**config.mk**
```make
export PLATFORM = sky130hd
export DESIGN_NAME = uart_rx_reader
export DESIGN_NICKNAME = d
export VERILOG_FILES = /design/src/rtl/uart_pkg.sv /design/src/rtl/uart_rx_fifo.sv /design/src/rtl/uart_rx_reader.sv
export SDC_FILE = /design/constraint.sdc
export NUM_CORES = 1
export LEC_CHECK = 0
export ABC_AREA = 0
export ABC_CLOCK_PERIOD_IN_PS = 2800
export CORE_ASPECT_RATIO = 0.8
export CORE_UTILIZATION = 50
export CTS_CLUSTER_SIZE = 20
export DETAILED_ROUTE_END_ITERATION = 10
export GPL_ROUTABILITY_DRIVEN = 0
export PLACE_DENSITY = 0.82
export SYNTH_ARGS = -nofsm -noshare
export SYNTH_HDL_FRONTEND = slang
export SYNTH_SLANG_ARGS = --single-unit
export TNS_END_PERCENT = 100
```
**constraint.sdc**
```tcl
create_clock -name clk -period 2.8 [get_ports clk]
set_clock_uncertainty 0.15 [all_clocks]
set_input_delay 0.56 -clock clk [delete_from_list [all_inputs] [get_ports clk]]
set_output_delay 0.56 -clock clk [all_outputs]
set_load 0.03 [all_outputs]
```
**src/rtl/uart_pkg.sv**
```systemverilog
// Shared types and helpers for the UART receive reader.
// Holds the reader FSM state enum and the FIFO pointer-width helper.
package uart_pkg;

  typedef enum logic {
    IDLE  = 1'b0,
    CLEAR = 1'b1
  } rx_state_e;

  function automatic int ptr_w(input int depth);
    return (depth > 1) ? $clog2(depth) : 1;
  endfunction

endpackage

```
**src/rtl/uart_rx_fifo.sv**
```systemverilog
// Show-ahead FIFO: head is visible on data_o whenever not empty.
// Ports: clk_i, rst_i (async high), push_i/data_i, pop_i/data_o, full_o, empty_o, count_o.
module uart_rx_fifo
  import uart_pkg::*;
#(
  parameter int WIDTH = 9,
  parameter int DEPTH = 4,
  localparam int PW = ptr_w(DEPTH)
) (
  input  logic             clk_i,
  input  logic             rst_i,
  input  logic             push_i,
  input  logic [WIDTH-1:0] data_i,
  input  logic             pop_i,
  output logic [WIDTH-1:0] data_o,
  output logic             full_o,
  output logic             empty_o,
  output logic [PW:0]      count_o
);

  logic [WIDTH-1:0] mem_q [DEPTH];
  logic [PW-1:0]    wr_q, rd_q;
  logic [PW:0]      cnt_q, cnt_d;
  logic             do_push, do_pop;

  assign full_o  = (cnt_q == DEPTH[PW:0]);
  assign empty_o = (cnt_q == '0);
  assign count_o = cnt_q;
  assign data_o  = mem_q[rd_q];

  // A push into a full FIFO is legal when the head leaves on the same edge.
  assign do_pop  = pop_i & ~empty_o;
  assign do_push = push_i & (~full_o | do_pop);

  always_comb begin
    cnt_d = cnt_q;
    unique case ({do_push, do_pop})
      2'b10:   cnt_d = cnt_q + 1'b1;
      2'b01:   cnt_d = cnt_q - 1'b1;
      default: cnt_d = cnt_q;
    endcase
  end

  // Pointers wrap naturally because DEPTH is a power of two.
  always_ff @(posedge clk_i or posedge rst_i) begin
    if (rst_i) begin
      for (int i = 0; i < DEPTH; i++) mem_q[i] <= '0;
      wr_q  <= '0;
      rd_q  <= '0;
      cnt_q <= '0;
    end else begin
      if (do_push) begin
        mem_q[wr_q] <= data_i;
        wr_q        <= wr_q + 1'b1;
      end
      if (do_pop) rd_q <= rd_q + 1'b1;
      cnt_q <= cnt_d;
    end
  end

endmodule

```
**src/rtl/uart_rx_reader.sv**
```systemverilog
// Captures UART RX bytes into a show-ahead FIFO and pulses Clear_RX_Flag.
// Ports: UART side (DATARX, RX_FLAG, ParityError, Clear_RX_Flag), stream
// (m_data, m_perr, m_valid, m_ready), status (fifo_count, overflow,
// clear_overflow, perr_count). Macro UART_RX_DROP_PERR_EN discards
// parity-error bytes instead of queueing them.
module uart_rx_reader
  import uart_pkg::*;
#(
  parameter int WORD_LENGTH   = 8,
  parameter int FIFO_DEPTH    = 4,
  parameter int ERR_CNT_WIDTH = 8
) (
  input  logic                         clk,
  input  logic                         reset,
  input  logic [WORD_LENGTH-1:0]       DATARX,
  input  logic                         RX_FLAG,
  input  logic                         ParityError,
  output logic                         Clear_RX_Flag,
  output logic [WORD_LENGTH-1:0]       m_data,
  output logic                         m_perr,
  output logic                         m_valid,
  input  logic                         m_ready,
  output logic [$clog2(FIFO_DEPTH):0]  fifo_count,
  output logic                         overflow,
  input  logic                         clear_overflow,
  output logic [ERR_CNT_WIDTH-1:0]     perr_count
);

  rx_state_e                state_q;
  logic                     overflow_q;
  logic [ERR_CNT_WIDTH-1:0] perr_q;
  logic                     capture, keep, push_req, pop;
  logic                     full, empty, ov_set;
  logic [WORD_LENGTH:0]     head;

  assign capture = (state_q == IDLE) & RX_FLAG;

`ifdef UART_RX_DROP_PERR_EN
  assign keep   = ~ParityError;
  assign m_perr = 1'b0;
`else
  assign keep   = 1'b1;
  assign m_perr = head[WORD_LENGTH];
`endif

  assign push_req = capture & keep;
  assign pop      = ~empty & m_ready;
  assign ov_set   = push_req & full & ~pop;

  uart_rx_fifo #(
    .WIDTH (WORD_LENGTH + 1),
    .DEPTH (FIFO_DEPTH)
  ) u_fifo (
    .clk_i   (clk),
    .rst_i   (reset),
    .push_i  (push_req),
    .data_i  ({ParityError, DATARX}),
    .pop_i   (m_ready),
    .data_o  (head),
    .full_o  (full),
    .empty_o (empty),
    .count_o (fifo_count)
  );

  assign m_data        = head[WORD_LENGTH-1:0];
  assign m_valid       = ~empty;
  assign Clear_RX_Flag = (state_q == CLEAR);
  assign overflow      = overflow_q;
  assign perr_count    = perr_q;

  // CLEAR ignores RX_FLAG: the UART may still show the byte just taken.
  always_ff @(posedge clk or posedge reset) begin
    if (reset) begin
      state_q    <= IDLE;
      overflow_q <= 1'b0;
      perr_q     <= '0;
    end else begin
      unique case (state_q)
        IDLE:    if (RX_FLAG) state_q <= CLEAR;
        CLEAR:   state_q <= IDLE;
        default: state_q <= IDLE;
      endcase
      if (ov_set)              overflow_q <= 1'b1;
      else if (clear_overflow) overflow_q <= 1'b0;
      if (capture & ParityError & ~&perr_q)
        perr_q <= perr_q + 1'b1;
    end
  end

endmodule
```
==> results.ini <==
[outcome]
outcome = complete, no violations

[routing]
routed_wl_mm = 4.850
ant_nets = 0
post-route-drc-count = 0
drt_pre_antenna_iters = 4
vias = 1523
vias_per_cell = 5.620
post_drt_wl_per_cell_um = 17.90
dr.first_iter.drc_count = 83

[yosys]
synth_nets = 185
seq_area_frac_synth = 0.5373
avgSynthCellArea_um2 = 15.05
synth-seq-cells = 53
yosysWarningCount = 0
synthesis.area_um2 = 2469
ys_types = 33
synth_cells = 164

[power]
vdd_drop_max_uv = 641.4
report.power.total_mw = 3.783
pwr_density_cell_nw_per_um2 = 1241
p_leak_nw = 1.294

[critical_path]
cp-start-kind = flop
end_kind = output pin
cpPeakStageDelay_ns = 0.61
worst-path-max-fanout = 8
crit_family = buffers and inverters
cp.depth = 2
crit_chain = mux4_2 > clkdlybuf4s50_1
arrival_ns = 1.97
crit_slowest_cell = clkdlybuf4s50_1
crit_type = flop to output pin
worst-path-buf-inv = 1
cp.required_ns = 2.09
worstRegToRegCells = 8

[flow_run]
cap_violations = 0

[floorplan]
start_util = 0.5307
core_area_um2 = 4652
die_x_um = 80.56
ios = 37
fp.dieH_um = 64.85
dieArea_um2 = 5224
rows = 22

[clocking]
clkTransAtPathRegs_ns = 0.09
ctsHtreeMaxLevel = 2
root_buffer = clkbuf_8
clock-sinks = 53
clk_path_buf_depth = 2
cts_made_buffers = 5
cts_tree = built
clock_latency_ns = 0.31
ctsHoldBuffers = 0

[cells_and_area]
multi_input_area_um2 = 1082
syn_to_final_growth_pct = 23.52
drive_gt1_frac = 0.3223
fin_area_um2 = 3049
mostFrequentLayoutCell = dfrtp_1
most-common-layout-cells = dfrtp_1 (52), mux2_2 (36), clkdlybuf4s50_1 (36)
diodes = 0
layout.nets = 231
nFillCells = 349
register_area_um2 = 1328

[timing]
finalSetupViolations = 0
slew_headroom = 0.6542
worst_pin_slew_ns = 0.5180
max_freq_mhz = 373.0
rsz0062_at_grt = false
setup_ws_ns = 0.1189
hold_viol_final = 0
tns_ns = 0
post-route-period-util = 0.9575
maxSlewViolCount = 0
min_period_ns = 2.681

[global_route]
grt_max_degree = 30
antenna_found_initial = 0
gr-total-overflow = 0
grtUsageTotal = 0.2156
grt_pass1_vias = 1709
grt_pass1_wl_mm = 8.162

[place]
dpl_cell_area_um2 = 2947
pre_cts_ws_ns = -0.1345
port_buffers = 36
dp_hpwl_mm = 3.594

[worst_hold_path]
hold_class = flop to flop
holdPathStages = 1

==> final cells by class <==
class | count | area share
multi-input combinational | 98 | 0.3549
inverter | 8 | 0.009848
timing repair buffer | 44 | 0.1420
tap | 60 | 0.02462
clock inverter | 1 | 0.001641
clock buffer | 7 | 0.03160
sequential | 53 | 0.4354
==> cell families after synthesis <==
| logic type | after synthesis | share of synthesized area |
|---|---|---|
| DFF | 53 | 0.5373 |
| muxes | 49 | 0.2641 |
| and+or+nand+nor | 24 | 0.07198 |
| buffers and inverters | 13 | 0.02433 |
| xor gates and xnor gates | 10 | 0.03548 |
| AOI/OAI and AO/OA | 8 | 0.02839 |
| adders and majority gates | 7 | 0.03852 |
==> stage by stage <==
stage	utilization	cells	hold slack, ns
floorplan	-	164	0.3087
global placement	0.6334	263	0.3191
detailed placement	0.6334	263	0.3374
CTS	0.6555	271	0.3586
global route	0.6555	271	0.3775
finish	0.6555	271	0.3572
==> power by group <==
part           internal (mW)  total, mW  switching [mW]
logic                  0.979       1.90           0.920
registers               1.13       1.41           0.282
clock network          0.224      0.469           0.245
total                   2.34       3.78            1.45
==> registers in the layout, summed over array words and instances, names as in the netlist <==
register,count
Clear_RX_Flag,1
overflow,1
perr_count,8
u_fifo.count_o,3
u_fifo.mem_q,36
u_fifo.rd_q,2
u_fifo.wr_q,2
==> layer usage <==
layer,routed length [um],up-vias,GRT usage,share of wire
met5,0,-,0,0
met4,79,0,0.07366,0.016
met3,234,12,0.06620,0.048
met2,2576,40,0.3697,0.53
met1,1959,782,0.2563,0.40
li1,-,689,-,-
==> synthesized netlist by cell type <==
| cell type | instances | area (um2) |
|---|---|---|
| nand2b_1 | 1 | 6.260 |
| mux4_2 | 9 | 202.7 |
| fa_1 | 1 | 20.02 |
| nor2_1 | 2 | 7.510 |
| buf_6 | 1 | 11.26 |
| a211o_1 | 1 | 8.760 |
| xnor2_1 | 4 | 35.03 |
| a211oi_1 | 1 | 7.510 |
| mux2i_1 | 1 | 10.01 |
| or3_1 | 1 | 6.260 |
| a21o_1 | 1 | 7.510 |
| a2111oi_2 | 1 | 15.01 |
| a41o_1 | 1 | 10.01 |
| inv_1 | 8 | 30.03 |
| o22ai_1 | 1 | 6.260 |
| nor2b_1 | 1 | 6.260 |
| clkbuf_1 | 1 | 3.750 |
| mux2_1 | 3 | 33.78 |
| o31a_1 | 1 | 8.760 |
| buf_2 | 3 | 15.01 |
| and4_1 | 1 | 8.760 |
| nor4_1 | 2 | 12.51 |
| a31oi_1 | 1 | 6.260 |
| mux2_2 | 36 | 405.4 |
| ha_1 | 6 | 75.07 |
| nand3_1 | 2 | 10.01 |
| xor2_1 | 6 | 52.55 |
| nor3_1 | 2 | 10.01 |
| nand2_1 | 6 | 22.52 |
| nand3_4 | 4 | 70.07 |
| nand3b_1 | 1 | 7.510 |
| dfrtp_1 | 53 | 1326 |
| or4b_1 | 1 | 10.01 |
==> worst paths after layout <==
check | startpoint | end | slack (ns)
max | u_fifo.rd_q[0]$_DFFE_PP0P_ | m_data[2] | 0.12
min | u_fifo.mem_q[26]$_DFFE_PP0P_ | u_fifo.mem_q[26]$_DFFE_PP0P_ | 0.36
max reg2reg | u_fifo.count_o[0]$_DFFE_PP0P_ | u_fifo.count_o[2]$_DFFE_PP0P_ | 0.40
min reg2reg | u_fifo.mem_q[26]$_DFFE_PP0P_ | u_fifo.mem_q[26]$_DFFE_PP0P_ | 0.36
max in group asynchronous | reset | u_fifo.rd_q[0]$_DFFE_PP0P_ | 1.50
min in group asynchronous | reset | u_fifo.mem_q[28]$_DFFE_PP0P_ | 0.45
==> repair_timing <==
item | CTS | global route
setup buffers | 0 | 0
setup endpoints to repair | 5 | 0
hold endpoints to repair | 0 | 0
gates resized for setup | 1 | 0
No activity file was read; power rests on OpenSTA's default activity.
